$ cat src/rtl/track_pkg.sv
// Shared types and defaults for the object-tracking sequencer.
package track_pkg;
  typedef enum logic [2:0] {
    ST_IDLE   = 3'd0,
    ST_TRACK  = 3'd1,
    ST_SEARCH = 3'd2,
    ST_MANUAL = 3'd3
  } state_t;

  localparam logic [7:0] CENTER_POS = 8'd128;

  localparam int COAST_TICKS_DEF = 16;
  localparam int SWEEP_STEP_DEF  = 8;
  localparam int SWEEP_MIN_DEF   = 16;
  localparam int SWEEP_MAX_DEF   = 240;
endpackage

$ cat src/rtl/pos_filter.sv
// Position smoother: filt <= (3*filt + din) >> 2 on update, filt <= din on load.
// next_value is the combinational update result, so callers can register it alongside filt.
module pos_filter (
  input  logic       clk,
  input  logic       load,
  input  logic       update,
  input  logic [7:0] din,
  output logic [7:0] value,
  output logic [7:0] next_value
);
  logic [9:0] sum;

  // Largest possible sum is 3*255 + 255 = 1020, so ten bits never overflow.
  always_comb begin
    sum        = {2'b00, value} + {1'b0, value, 1'b0} + {2'b00, din};
    next_value = sum[9:2];
  end

  always_ff @(posedge clk) begin
    if (load) begin
      value <= din;
    end else if (update) begin
      value <= next_value;
    end
  end
endmodule

$ cat src/rtl/track_sequencer.sv
// Sequencer that turns CNN detections, host overrides and a search sweep into a motor position.
// All outputs are registered; detections are accepted only while tracking or searching.
module track_sequencer
  import track_pkg::*;
#(
  parameter int COAST_TICKS = COAST_TICKS_DEF,
  parameter int SWEEP_STEP  = SWEEP_STEP_DEF,
  parameter int SWEEP_MIN   = SWEEP_MIN_DEF,
  parameter int SWEEP_MAX   = SWEEP_MAX_DEF
) (
  input  logic       clk,
  input  logic       rst,
  input  logic       run,
  input  logic       tick,
  input  logic       det_valid,
  output logic       det_ready,
  input  logic [7:0] det_pos,
  input  logic [7:0] det_conf,
  input  logic [7:0] conf_thresh,
  input  logic       host_req,
  input  logic [7:0] host_pos,
  output logic       host_grant,
  output logic [7:0] obj_pos_out,
  output logic       motor_en,
  output logic [2:0] state_out
);
  localparam int CW = $clog2(COAST_TICKS + 1);
  localparam logic [9:0] MIN10  = 10'(SWEEP_MIN);
  localparam logic [9:0] MAX10  = 10'(SWEEP_MAX);
  localparam logic [9:0] STEP10 = 10'(SWEEP_STEP);

  state_t        state;
  logic [CW-1:0] coast_cnt;
  logic          dir_right;
  logic          qual;
  logic          filt_load, filt_update;
  logic [7:0]    filt_din, filt_val, filt_next;
  logic [9:0]    pos10, up_sum, dn_sum;
  logic [7:0]    sweep_pos;
  logic          sweep_rev;

  assign state_out = state;
  assign qual      = det_valid && det_ready && (det_conf >= conf_thresh);

  // Filter returns to centre whenever the sequencer is idled, and is seeded by the first accepted hit.
  assign filt_load   = rst || !run || (!host_req && qual && state != ST_TRACK);
  assign filt_update = !rst && run && !host_req && qual && state == ST_TRACK;
  assign filt_din    = (rst || !run) ? CENTER_POS : det_pos;

  pos_filter u_filter (
    .clk        (clk),
    .load       (filt_load),
    .update     (filt_update),
    .din        (filt_din),
    .value      (filt_val),
    .next_value (filt_next)
  );

  // Sweep arithmetic in ten bits; a start point outside the bounds is pulled back inside.
  always_comb begin
    pos10     = {2'b00, obj_pos_out};
    up_sum    = pos10 + STEP10;
    dn_sum    = pos10 - STEP10;
    sweep_pos = obj_pos_out;
    sweep_rev = 1'b0;
    if (dir_right) begin
      if (up_sum >= MAX10) begin
        sweep_pos = MAX10[7:0];
        sweep_rev = 1'b1;
      end else if (up_sum < MIN10) begin
        sweep_pos = MIN10[7:0];
      end else begin
        sweep_pos = up_sum[7:0];
      end
    end else begin
      if (pos10 <= MIN10 + STEP10) begin
        sweep_pos = MIN10[7:0];
        sweep_rev = 1'b1;
      end else if (dn_sum > MAX10) begin
        sweep_pos = MAX10[7:0];
      end else begin
        sweep_pos = dn_sum[7:0];
      end
    end
  end

  always_ff @(posedge clk) begin
    if (rst || !run) begin
      state       <= ST_IDLE;
      obj_pos_out <= CENTER_POS;
      motor_en    <= 1'b0;
      det_ready   <= 1'b0;
      host_grant  <= 1'b0;
      coast_cnt   <= '0;
      dir_right   <= 1'b1;
    end else if (host_req) begin
      state       <= ST_MANUAL;
      obj_pos_out <= host_pos;
      motor_en    <= 1'b1;
      det_ready   <= 1'b0;
      host_grant  <= 1'b1;
      coast_cnt   <= '0;
    end else begin
      motor_en   <= 1'b1;
      det_ready  <= 1'b1;
      host_grant <= 1'b0;
      case (state)
        ST_IDLE, ST_SEARCH: begin
          if (qual) begin
            state       <= ST_TRACK;
            obj_pos_out <= det_pos;
            coast_cnt   <= '0;
          end else if (state == ST_IDLE) begin
            state <= ST_SEARCH;
          end else if (tick) begin
            obj_pos_out <= sweep_pos;
            if (sweep_rev) dir_right <= ~dir_right;
          end
        end
        ST_TRACK: begin
          if (qual) begin
            obj_pos_out <= filt_next;
            coast_cnt   <= '0;
          end else if (tick) begin
            if (coast_cnt == CW'(COAST_TICKS - 1)) begin
              state     <= ST_SEARCH;
              coast_cnt <= '0;
              dir_right <= (filt_val <= CENTER_POS);
            end else begin
              coast_cnt <= coast_cnt + 1'b1;
            end
          end
        end
        ST_MANUAL: begin
          state     <= ST_SEARCH;
          coast_cnt <= '0;
          dir_right <= (obj_pos_out <= CENTER_POS);
        end
        default: state <= ST_IDLE;
      endcase
    end
  end
endmodule
$ cat config.mk
export PLATFORM = sky130hd
export DESIGN_NAME = track_sequencer
export DESIGN_NICKNAME = d
export VERILOG_FILES = /design/src/rtl/track_pkg.sv /design/src/rtl/pos_filter.sv /design/src/rtl/track_sequencer.sv
export SDC_FILE = /design/constraint.sdc
export NUM_CORES = 1
export LEC_CHECK = 0
export ABC_AREA = 1
export CAP_MARGIN = 20
export CORE_MARGIN = 2
export CORE_UTILIZATION = 37
export DETAILED_ROUTE_END_ITERATION = 10
export GPL_TIMING_DRIVEN = 0
export SETUP_SLACK_MARGIN = 0.1
export SLEW_MARGIN = 20
export SYNTH_ARGS = -nofsm -noshare
export SYNTH_HDL_FRONTEND = slang
export SYNTH_HIERARCHICAL = 1
export SYNTH_SLANG_ARGS = --single-unit
$ cat constraint.sdc
create_clock -name clk -period 3.9 [get_ports clk]
set_input_delay 0.39 -clock clk [delete_from_list [all_inputs] [get_ports clk]]
set_output_delay 0.39 -clock clk [all_outputs]
set_load 0.03 [all_outputs]
==> impl_metrics.env <==
export IMPL_grt_max_degree=15
export IMPL_grt_usage_pct=18.9
export IMPL_synth_flop_cell="dfxtp_1"
export IMPL_clock_latency_ns=0.29
export IMPL_path_clk_slew_ns=0.10
export IMPL_port_buffers=49
export IMPL_dr_total_vias=2830
export IMPL_area_delta_synth_final_pct=23.9
export IMPL_syn_nets=510
export IMPL_period_share_pct=86.0
export IMPL_power_leakage_uw=0.00178
export IMPL_r2r_cells=17
export IMPL_cts_tree="yes"
export IMPL_drt_iter0_drc=125
export IMPL_grt_pass1_vias=2767
export IMPL_r2r_start="u_filter/value[1]$_DFFE_PP_"
export IMPL_synth_seq_cells=27
export IMPL_worstHoldPathCells=2
export IMPL_drive_gt1_share_pct=10.0
export IMPL_start_util_pct=38.3
export IMPL_holdPathEnd="det_ready$_SDFF_PN0_"
export IMPL_fmax_mhz=298
export IMPL_ys_seq_area_share_pct=22.3
export IMPL_cp_end_kind="flop"
export IMPL_chipHeight_um=90.7
export IMPL_min_from="host_req"
export IMPL_rrSetupSlack_ns=1.20
export IMPL_synth_edff_count=8
export IMPL_synth_cell_types=35
export IMPL_finalHoldViolCount=0
export IMPL_rsz0062_at_grt="false"
export IMPL_slew_viol_final=0
export IMPL_avgSynthCellArea_um2=6.25
export IMPL_peakVddDrop_uv=176
export IMPL_netlist_area_um2=2780
export IMPL_status="completed"
export IMPL_gp_congestion=0.861
export IMPL_core_area_um2=7250
export IMPL_synthArstFlopShare_pct=0
export IMPL_powerDensity_nw_per_um2=296
export IMPL_clock_root_buffer="clkbuf_8"
export IMPL_finalSetupViolations=0
export IMPL_route_detailed_drc=0
export IMPL_setup_slack_ns=0.548
export IMPL_clockBufferDepth=2
export IMPL_grt_overflow_total=0
export IMPL_grt_first_pass_wirelength_mm=12.7
export IMPL_io_pins=52
export IMPL_setup_tns_ns=0
export IMPL_cts_sinks=27
export IMPL_dr_pass1_iters=5
export IMPL_path_class="in2reg"
export IMPL_hold_path_class="in2reg"
export IMPL_mostFrequentLayoutCells="nand2_1, inv_1, clkdlybuf4s50_1"
export IMPL_vias_per_cell=4.74
export IMPL_crit_arrival_ns=3.53
export IMPL_placementRows=31
export IMPL_antenna_found_initial=0
export IMPL_final_common_cell="nand2_1"
export IMPL_hpwlAfterDp_mm=6.19
export IMPL_routedWlPerCell_um=12.5
export IMPL_fin_nets=564
export IMPL_place_ws_ns=0.0585
export IMPL_h_tree_depth=1
export IMPL_cap_violations=0
export IMPL_cts_buffers=3
export IMPL_r2r_end="obj_pos_out[5]$_SDFFE_PN0P_"
export IMPL_skew_ns=0.00815
export IMPL_cp_start_kind="primary input"
export IMPL_yosys_warnings=6
export IMPL_diodes=0
export IMPL_die_w_um=90.7
export IMPL_required_ns=4.08
export IMPL_die_area_um2=8220
export IMPL_netlist_instances=445
export IMPL_wirelength_mm=7.45
export IMPL_path_max_fanout=10
export IMPL_period_needed_ns=3.35
export IMPL_drtAntennaViolNets=0
==> worst max-delay path by stage <==
stage,from,to,slack (ns),cells after the start
6_report,run,obj_pos_out[5]$_SDFFE_PN0P_,0.55,23
5_1_grt,run,obj_pos_out[5]$_SDFFE_PN0P_,0.17,23
2_1_floorplan,run,obj_pos_out[5]$_SDFFE_PN0P_,0.95,22
4_1_cts,run,obj_pos_out[5]$_SDFFE_PN0P_,0.35,23
3_3_place_gp,run,obj_pos_out[5]$_SDFFE_PN0P_,0.06,21
3_5_place_dp,run,obj_pos_out[5]$_SDFFE_PN0P_,0.06,23
==> registers in the layout (all words and copies together), names as in the netlist <==
register	flops
obj_pos_out	8
u_filter/value	8
coast_cnt	5
state_out	2
det_ready	1
dir_right	1
host_grant	1
motor_en	1
==> Yosys cell counts, types with 2 or more instances <==
master / instances / share of area [%]
nor2_4: 2 / 0.81
dfxtp_1: 19 / 14
xor2_1: 3 / 0.95
fa_1: 8 / 5.8
nand2_2: 12 / 2.7
buf_4: 3 / 0.81
a21oi_1: 20 / 3.6
clkinv_1: 3 / 0.41
o21ai_0: 9 / 1.6
buf_2: 7 / 1.3
inv_2: 4 / 0.54
nand4_1: 11 / 2.5
nand2_1: 139 / 19
inv_1: 67 / 9.0
o21ai_1: 2 / 0.36
nor2_1: 45 / 6.1
nor3_1: 3 / 0.54
nor2_2: 4 / 0.90
or2_2: 6 / 1.4
and2_1: 4 / 0.90
edfxtp_1: 8 / 8.6
ha_1: 19 / 8.6
nand3_1: 35 / 6.3
==> where the power goes <==
group / switching [uW] / internal (uW) / total (uW)
sequential: 29.8 / 318 / 348
combinational: 293 / 211 / 504
clock: 95.0 / 73.6 / 169
==> per-layer routing <==
metal  GRT usage (%)  part of all wire, %  up-vias
li1                -                    -     1494
met1            23.5                   45     1289
met2            34.4                   51       40
met3            1.84                  2.5        7
met4            5.26                  1.3        0
met5               0                    0        -
==> what timing repair did <==
action                     in CTS  in global routing
hold buffers                    0                  0
gates resized for setup         0                  5
setup endpoints to repair       0                  1
buffers inserted                0                  0
==> area by class of cell <==
| type | instances | area [um^2] |
|---|---|---|
| Fill cell | 797 | 3810 |
| Multi-Input combinational cell | 332 | 1810 |
| Sequential cell | 27 | 621 |
| Timing Repair Buffer | 49 | 490 |
| Inverter | 74 | 278 |
| Tap cell | 99 | 124 |
| Buffer | 12 | 73.8 |
| Clock buffer | 4 | 45.0 |
==> logic make-up (layout without fill, tap and decap cells) <==
group / Yosys count / count (layout) / share of synthesized area (%)
buffers and inverters: 86 / 139 / 12.6
adder cells (fa/ha/maj): 27 / 27 / 14.3
AND/OR/NAND/NOR: 264 / 264 / 41.8
other: 1 / 1 / 0.135
AO/OA/AOI/OAI: 36 / 36 / 7.29
XOR/XNOR: 4 / 4 / 1.53
flip-flops: 27 / 27 / 22.3
==> per-stage QoR <==
| stage | power (uW) | std cells | cell area (um^2) | util (%) | hold slack (ns) |
|---|---|---|---|---|---|
| 2_1_floorplan | 713 | 445 | 2780 | - | 0.435 |
| 3_3_place_gp | 855 | 593 | 3390 | 46.8 | 0.448 |
| 3_5_place_dp | 859 | 593 | 3390 | 46.8 | 0.451 |
| 4_1_cts | 1030 | 597 | 3440 | 47.4 | 0.451 |
| 5_1_grt | 1110 | 597 | 3450 | 47.5 | 0.482 |
| 6_report | 1020 | 597 | 3450 | 47.5 | 0.455 |
==> critical path, stage by stage <==
cell,delay (ns)
clkdlybuf4s50_1,0.45
inv_1,0.04
nor2_2,0.12
inv_1,0.10
buf_2,0.19
nor2_1,0.10
inv_1,0.08
fa_1,0.53
nor2_4,0.06
fa_1,0.40
nand3_1,0.10
nand2_1,0.08
nand2_1,0.10
nand3b_1,0.10
and2_1,0.18
nand2_1,0.06
nor2_1,0.04
a21oi_1,0.11
nand2_1,0.06
inv_1,0.04
nand2_1,0.05
nor2_1,0.09
nor2_1,0.05
(Power assumes the default switching activity.)
